<file path="src/rtl/mux_pkg.sv">
// mux_pkg: shared constants and lane enum for the 2:1 byte interleaver.
package mux_pkg;
   localparam int DEFAULT_DATA_WIDTH = 8;
   typedef enum logic {LANE0 = 1'b0, LANE1 = 1'b1} lane_e;
endpackage

</file>
<file path="src/rtl/fifo_lane.sv">
// fifo_lane: per-lane synchronous FIFO with combinational head and full/empty status.
module fifo_lane #(
   parameter int DATA_WIDTH = mux_pkg::DEFAULT_DATA_WIDTH,
   parameter int DEPTH = 4
) (
   input  logic                  clk_2f,
   input  logic                  reset,
   input  logic                  wr_en,
   input  logic [DATA_WIDTH-1:0] wr_data,
   input  logic                  rd_en,
   output logic [DATA_WIDTH-1:0] rd_data,
   output logic                  full,
   output logic                  empty
);
   localparam int AW = $clog2(DEPTH);
   logic [DATA_WIDTH-1:0] mem [DEPTH];
   logic [AW-1:0] wr_ptr, rd_ptr;
   logic [AW:0] count;
   logic do_wr, do_rd;
   assign full = count == (AW + 1)'(DEPTH);
   assign empty = count == '0;
   assign rd_data = mem[rd_ptr];
   assign do_wr = wr_en && !full;
   assign do_rd = rd_en && !empty;
   always_ff @(posedge clk_2f or negedge reset)
      if (!reset) begin
         wr_ptr <= '0;
         rd_ptr <= '0;
         count <= '0;
      end else begin
         if (do_wr) wr_ptr <= wr_ptr + 1'b1;
         if (do_rd) rd_ptr <= rd_ptr + 1'b1;
         count <= count + (AW + 1)'(do_wr) - (AW + 1)'(do_rd);
      end
   // Storage needs no reset: stale entries are unreachable once pointers clear.
   always_ff @(posedge clk_2f)
      if (do_wr) mem[wr_ptr] <= wr_data;
endmodule

</file>
<file path="src/rtl/mux_2a1.sv">
// mux_2a1: merges two buffered byte lanes into one stream in strict lane-0/lane-1 alternation.
module mux_2a1 import mux_pkg::*; #(
   parameter int DATA_WIDTH = DEFAULT_DATA_WIDTH,
   parameter int DEPTH = 4
) (
   input  logic                  clk_2f,
   input  logic                  reset,
   input  logic [DATA_WIDTH-1:0] data_in_0,
   input  logic                  valid_in_0,
   output logic                  ready_0,
   input  logic [DATA_WIDTH-1:0] data_in_1,
   input  logic                  valid_in_1,
   output logic                  ready_1,
   output logic [DATA_WIDTH-1:0] data_out,
   output logic                  valid_out,
   output logic                  lane_out
);
   logic full_0, full_1, empty_0, empty_1, pop_0, pop_1;
   logic [DATA_WIDTH-1:0] head_0, head_1;
   lane_e sel;
   assign ready_0 = !full_0;
   assign ready_1 = !full_1;
   // Only the lane in turn may pop; the other waits even when it has data.
   assign pop_0 = sel == LANE0 && !empty_0;
   assign pop_1 = sel == LANE1 && !empty_1;
   fifo_lane #(.DATA_WIDTH(DATA_WIDTH), .DEPTH(DEPTH)) u_lane_0 (
      .clk_2f(clk_2f), .reset(reset), .wr_en(valid_in_0), .wr_data(data_in_0),
      .rd_en(pop_0), .rd_data(head_0), .full(full_0), .empty(empty_0)
   );
   fifo_lane #(.DATA_WIDTH(DATA_WIDTH), .DEPTH(DEPTH)) u_lane_1 (
      .clk_2f(clk_2f), .reset(reset), .wr_en(valid_in_1), .wr_data(data_in_1),
      .rd_en(pop_1), .rd_data(head_1), .full(full_1), .empty(empty_1)
   );
   always_ff @(posedge clk_2f or negedge reset)
      if (!reset) begin
         sel <= LANE0;
         data_out <= '0;
         valid_out <= 1'b0;
         lane_out <= 1'b0;
      end else begin
         valid_out <= pop_0 || pop_1;
         if (pop_0 || pop_1) begin
            data_out <= sel == LANE1 ? head_1 : head_0;
            lane_out <= sel == LANE1;
            sel <= sel == LANE0 ? LANE1 : LANE0;
         end
      end
endmodule

</file>
<file path="config.mk">
export PLATFORM = sky130hd
export DESIGN_NAME = mux_2a1
export DESIGN_NICKNAME = d
export VERILOG_FILES = /design/src/rtl/mux_pkg.sv /design/src/rtl/fifo_lane.sv /design/src/rtl/mux_2a1.sv
export SDC_FILE = /design/constraint.sdc
export NUM_CORES = 1
export LEC_CHECK = 0
export ABC_AREA = 1
export BUFFER_PORTS_ARGS = -buffer_cell sky130_fd_sc_hd__clkbuf_2
export CORE_AREA = 4 4 88 90
export CTS_CLUSTER_SIZE = 16
export DETAILED_ROUTE_END_ITERATION = 7
export DIE_AREA = 0 0 92 94
export MAX_ROUTING_LAYER = met4
export PLACE_DENSITY_LB_ADDON = 0.15
export REMOVE_ABC_BUFFERS = 1
export SLEW_MARGIN = 20
export SYNTH_ARGS = -nofsm -noshare
export SYNTH_HDL_FRONTEND = slang
export SYNTH_HIERARCHICAL = 1
export SYNTH_SLANG_ARGS = --single-unit
</file>
<file path="constraint.sdc">
create_clock -name clk_2f -period 6.2 [get_ports clk_2f]
set_input_delay 1.86 -clock clk_2f [delete_from_list [all_inputs] [get_ports clk_2f]]
set_output_delay 1.86 -clock clk_2f [all_outputs]
set_load 0.05 [all_outputs]
</file>
==> results.json, run 1 <==
{
  "status": "finished clean",
  "max_stage_delay_ns": 0.41,
  "hp-class": "register to register",
  "syn_to_final_growth_pct": 8.53,
  "rr_worst_depth": 14,
  "fmax_ghz": 0.308,
  "layout-drive-gt1-share": 0.147,
  "dp.cells": 512,
  "p_per_area_nw_per_um2": 511,
  "antenna_cells": 0,
  "via_per_inst": 4.74,
  "crit_top_cell": "inv_1",
  "start_kind": "register",
  "cts_setup_buffers": 0,
  "final_net_count": 458,
  "met3_length_um": 220,
  "layout_worst_path_cycle_share": 0.524,
  "leakagePower_nw": 2.03,
  "maxCapViolations": 0,
  "worstMarginPinSlew_ns": 0.884,
  "drv_slew": 0,
  "finalSetupTns_ns": 0,
  "cts_root_buf": "clkbuf_8",
  "cp_slowest_cell": "dfrtp_1",
  "h-tree-depth": 3,
  "hpwl_mm": 4.70,
  "cts_hold_buf": 0,
  "finalHoldViolations": 0,
  "row_count": 31,
  "cts_tree": "yes",
  "path_class": "register to output pin",
  "path_max_fanout": 4,
  "clk_pin_slew_ns": 0.09,
  "syn-cell-area_sq_um": 4060,
  "min_period_ns": 3.25,
  "initial_core_util": 0.576,
  "crit_family": "flip-flops",
  "fillers": 587,
  "instances_no_fill": 528,
  "max_slew_margin": 0.411,
  "cp_num_buf_inv": 3,
  "numPortBuffers": 31,
  "dieWidth_um": 92,
  "die_h_um": 94,
  "cts.path.max_buffers": 2,
  "r2r_start": "u_lane_1/count[1]$_DFF_PN0_",
  "hold-worst-slack_ns": 0.500,
  "ctsResizeCount": 0,
  "ir_worst_vdd_mv": 0.235,
  "wl_met1_mm": 3.07,
  "wl_per_cell_um": 12.4,
  "yosys.area.top_type": "edfxtp_1",
  "cts_buffers": 9,
  "route.detailed.drc": 0,
  "synth_cell_types": 23,
  "grt_max_degree": 28,
  "grt_pass1_vias": 2400,
  "cp-end-kind": "output pin",
  "grt_pass1_wl_mm": 11.2,
  "antenna_found_initial": 0,
  "min_path_cells": 2,
  "wl_met2_mm": 3.17,
  "avgSynthCellArea_sq_um": 10.3,
  "vias": 2503,
  "core_sq_um": 7060,
  "ys_seq_area_frac": 0.627,
  "grt_overflow": 0,
  "ys_warn_count": 6,
  "drt_first_pass_iters": 5,
  "synth_top_area_frac": 0.473,
  "clock_latency_ns": 0.35,
  "grt.total_usage": 0.172,
  "fin_skew_ns": 0.00999,
  "r2r_end": "u_lane_1/count[2]$_DFF_PN0_",
  "ioPinCount": 32,
  "whs_endpoint": "u_lane_1/rd_ptr[1]$_DFFE_PN0P_",
  "synthCells": 393,
  "cp.required_ns": 4.34,
  "die-area_sq_um": 8650,
  "hold_start": "u_lane_1/rd_ptr[1]$_DFFE_PN0P_",
  "regToRegSetupSlack_ns": 3.84,
  "drt_iter0_markers": 116,
  "highest_layer": "met4",
  "setup_viol": 0,
  "ys_ff_latch": 89,
  "critPathArrivalTime_ns": 1.39,
  "cp_cell_sequence": "nor2_1, nand2_1, inv_1, inv_1, clkbuf_2",
  "postRouteAntennaNets": 0,
  "synthTopCellsByArea": "edfxtp_1 (47%), dfrtp_1 (15%), nand2_1 (11%)",
  "gp_congestion": 0.761,
  "rsz0062_at_grt": "no",
  "cts.sink_count": 89,
  "wl_mm": 6.55
}
[kinds of logic (layout without fill, tap and decap cells)]
| logic type | after synthesis | in the layout | share of synthesized area |
|---|---|---|---|
| simple gates | 189 | 189 | 0.198 |
| compound gates | 34 | 34 | 0.0428 |
| flops | 89 | 89 | 0.627 |
| buf+inv | 67 | 103 | 0.0856 |
| fa+ha+maj | 14 | 14 | 0.0468 |
[cell usage after synthesis (all sizes together)]
master / n
fa: 2
buf: 10
o21ai: 33
dfrtp: 25
nor2: 42
nand3b: 2
clkbuf: 1
a21oi: 1
ha: 12
nand3: 16
inv: 56
edfxtp: 64
nand2: 129
[power breakdown]
part	switching, W	internal, W	total, W
combinational	0.000627	0.000285	0.000913
sequential	0.000135	0.000819	0.000953
clock	0.000198	0.000188	0.000386
[metrics by stage]
step	util	cell area, sq um	total power (W)	worst slack (ns)
3_5_place_dp	0.597	4210	0.00190	2.93
4_1_cts	0.625	4410	0.00228	2.92
2_1_floorplan	-	3940	0.00165	3.17
6_report	0.625	4410	0.00225	2.95
5_1_grt	0.625	4410	0.00245	2.83
3_3_place_gp	0.597	4210	0.00186	2.99
[worst max path at each step]
| stage | start | endpoint | cells past startpoint |
|---|---|---|---|
| 2_1_floorplan | valid_in_0 | u_lane_0/count[2]$_DFF_PN0_ | 7 |
| 3_3_place_gp | valid_in_0 | u_lane_0/count[2]$_DFF_PN0_ | 8 |
| 3_5_place_dp | valid_in_0 | u_lane_0/count[2]$_DFF_PN0_ | 8 |
| 4_1_cts | u_lane_1/count[1]$_DFF_PN0_ | ready_1 | 5 |
| 5_1_grt | u_lane_1/count[1]$_DFF_PN0_ | ready_1 | 5 |
| 6_report | u_lane_1/count[1]$_DFF_PN0_ | ready_1 | 5 |
[worst register-to-register path, stage by stage (launching register included)]
cell and delay (ns):
dfrtp_1 0.41, nor2_1 0.15, nand2_1 0.15, inv_1 0.08, inv_1 0.06, nand2_4 0.15
inv_1 0.09, nand2_1 0.09, inv_1 0.05, ha_1 0.26, inv_1 0.04, ha_1 0.18
fa_1 0.37, nand3b_1 0.17, nand2_1 0.06
[layer usage]
layer / vias to the layer above / GRT usage
li1: 1307 / -
met1: 1148 / 0.219
met2: 37 / 0.273
met3: 11 / 0.0313
met4: 0 / 0.0743
met5: - / -
[sequential cells by signal, indices dropped and copies added, names as in the netlist]
| signal | cells |
|---|---|
| u_lane_0/mem | 32 |
| u_lane_0/rd_ptr | 2 |
| u_lane_1/rd_ptr | 2 |
| u_lane_1/mem | 32 |
| lane_out | 1 |
| valid_out | 1 |
| u_lane_0/count | 3 |
| data_out | 8 |
| u_lane_1/count | 3 |
| u_lane_1/wr_ptr | 2 |
| u_lane_0/wr_ptr | 2 |
| sel | 1 |
[cells in the final DEF, fill, tap and decap left out, drive strengths merged, types with 2 or more instances in the layout]
cell type    n
fa           2
edfxtp      64
dfrtp       25
inv         57
ha          12
o21ai       33
clkbuf      41
nor2        42
clkinvlp     2
nand3       16
nand2      129
nand3b       2
clkinv       2
[final cells by class]
class	count	area [sq um]	area share
clock buffer	10	128	0.0289
clock inverter	6	67.6	0.0153
timing repair buffer	31	155	0.0352
sequential	89	2550	0.578
tap	99	124	0.0281
multi-input combinational	237	1170	0.265
inverter	56	220	0.0499
No activity file was read; power rests on OpenSTA's default activity.
==> inputs of run 2 (changes only) <==
CORE_AREA = 4 4 92 94   (was 4 4 88 90)
DIE_AREA = 0 0 96 98   (was 0 0 92 94)
clock period = 2.95 ns   (was 6.2 ns; I/O delays follow)
==> run 2 against run 1 <==
Net effect:
- critical path type is now register to register
- cell area increased by 0.91%
- highest routed layer unchanged
- die area increased by 8.8%
- clock skew about the same
==> results.json, run 2 (synthesis results as in run 1) <==
{
  "clk_pin_slew_ns": 0.08,
  "fin_skew_ns": 0.00998,
  "numPortBuffers": 31,
  "crit_family": "adder cells",
  "max_stage_delay_ns": 0.40,
  "p_per_area_nw_per_um2": 1080,
  "syn_to_final_growth_pct": 9.52,
  "die-area_sq_um": 9410,
  "grt_max_degree": 28,
  "antenna_cells": 0,
  "finalHoldViolations": 0,
  "ir_worst_vdd_mv": 0.493,
  "hpwl_mm": 4.79,
  "ioPinCount": 32,
  "grt_pass1_vias": 2415,
  "cts_setup_buffers": 0,
  "drt_first_pass_iters": 4,
  "dieWidth_um": 96,
  "cp.required_ns": 3.25,
  "seqCellArea_sq_um": 2550,
  "postRouteAntennaNets": 0,
  "drt_iter0_markers": 109,
  "gp_congestion": 0.773,
  "finalWorstSetupSlack_ns": 0.627,
  "met3_length_um": 216,
  "rsz0062_at_grt": "no",
  "switching_power_w": 0.00206,
  "crit_top_cell": "inv_1",
  "layout.cells.most_common": "nand2_1",
  "p_sw_frac": 0.429,
  "mostFrequentLayoutCells": "nand2_1 (124), edfxtp_1 (64), inv_1 (52), nor2_1 (36), clkbuf_2 (31)",
  "start_kind": "register",
  "hp-class": "register to register",
  "cp_num_buf_inv": 5,
  "cts_root_buf": "clkbuf_8",
  "intPower_w": 0.00275,
  "dp_slack_ns": 0.660,
  "place_area_sq_um": 4250,
  "max_slew_margin": 0.401,
  "wl_met1_mm": 3.27,
  "initial_core_util": 0.531,
  "min_period_ns": 2.32,
  "grt.total_usage": 0.162,
  "cp-end-kind": "register",
  "layout-drive-gt1-share": 0.155,
  "maxCapViolations": 0,
  "path_class": "register to register",
  "cts_buffers": 9,
  "cts.path.max_buffers": 2,
  "route.detailed.drc": 0,
  "final_net_count": 462,
  "cp_slowest_cell": "dfrtp_1",
  "cts.sink_count": 89,
  "grt_overflow": 0,
  "leakagePower_nw": 2.06,
  "status": "finished clean",
  "cp_cell_sequence": "nor2_1, nand2_1, inv_1, inv_1, nand2_4, inv_1, nand2_1, inv_1, ha_1, inv_1, ha_1, fa_1, nand3b_1, nand2_1",
  "antenna_found_initial": 0,
  "fin_area_sq_um": 4450,
  "pwr-share-comb": 0.414,
  "row_count": 32,
  "worstMarginPinSlew_ns": 0.899,
  "via_per_inst": 4.73,
  "setup_viol": 0,
  "die_h_um": 98,
  "multi_input_area_sq_um": 1170,
  "core_sq_um": 7650,
  "finalSetupTns_ns": 0,
  "largestRegisters": "u_lane_0/mem: 32 flops, u_lane_1/mem: 32 flops, data_out: 8 flops",
  "critPathArrivalTime_ns": 2.62,
  "vias": 2528,
  "drv_slew": 0,
  "fmax_ghz": 0.430,
  "grt_pass1_wl_mm": 11.4,
  "ctsResizeCount": 0,
  "highest_layer": "met4",
  "fillers": 665,
  "h-tree-depth": 3,
  "cts_hold_buf": 0,
  "wl_per_cell_um": 12.7,
  "layout_worst_path_cycle_share": 0.788,
  "p_seq_frac": 0.408,
  "wl_met2_mm": 3.18,
  "power.share.clock": 0.178,
  "cts_tree": "yes",
  "wl_mm": 6.77,
  "clock_latency_ns": 0.36,
  "path_max_fanout": 11
}
## run 2: per-layer routing
layer | global-route usage | up-vias
met5 | - | -
met4 | 0.0656 | 0
met2 | 0.246 | 34
met3 | 0.0277 | 13
met1 | 0.216 | 1164
li1 | - | 1317
## run 2: layout make-up
cell class              count  area share
flip-flops and latches     89       0.573
multi-input cells         237       0.262
inverters                  56      0.0495
repair buffers             35      0.0416
clock buffers              10      0.0287
well taps                 102      0.0287
clock inverters             6      0.0166
## run 2: worst paths after layout
kind | to | slack (ns) | startpoint | cells past startpoint
max | u_lane_1/count[2]$_DFF_PN0_ | 0.63 | u_lane_1/count[1]$_DFF_PN0_ | 14
min | u_lane_1/rd_ptr[1]$_DFFE_PN0P_ | 0.50 | u_lane_1/rd_ptr[1]$_DFFE_PN0P_ | 2
max reg2reg | u_lane_1/count[2]$_DFF_PN0_ | 0.63 | u_lane_1/count[1]$_DFF_PN0_ | 14
min reg2reg | u_lane_1/rd_ptr[1]$_DFFE_PN0P_ | 0.50 | u_lane_1/rd_ptr[1]$_DFFE_PN0P_ | 2
max in group asynchronous | valid_out$_DFF_PN0_ | 1.98 | reset | 1
min in group asynchronous | data_out[6]$_DFFE_PN0P_ | 0.54 | reset | 1
## run 2: worst min-delay path, cell delays in order (launching register included)
cell     delay, ns
dfrtp_1       0.37
nand2_1       0.06
nand2_1       0.05
## run 2: stage by stage
stage          utilization  total power, W  hold WS [ns]  std cells
2_1_floorplan            -         0.00346         0.461        382
5_1_grt              0.582         0.00524         0.531        535
3_5_place_dp         0.555         0.00400         0.484        519
4_1_cts              0.582         0.00486         0.505        535
3_3_place_gp         0.555         0.00394         0.475        519
6_report             0.582         0.00481         0.502        535
## run 2: power by group through the flow
stage / Clock, W / Combinational (W) / Sequential [W]
finish: 0.000854 / 0.00199 / 0.00196
global route: 0.000929 / 0.00230 / 0.00200
CTS: 0.000873 / 0.00202 / 0.00197
detailed placement: 0 / 0.00200 / 0.00199
global placement: 0 / 0.00196 / 0.00198
floorplan: 0 / 0.00127 / 0.00219
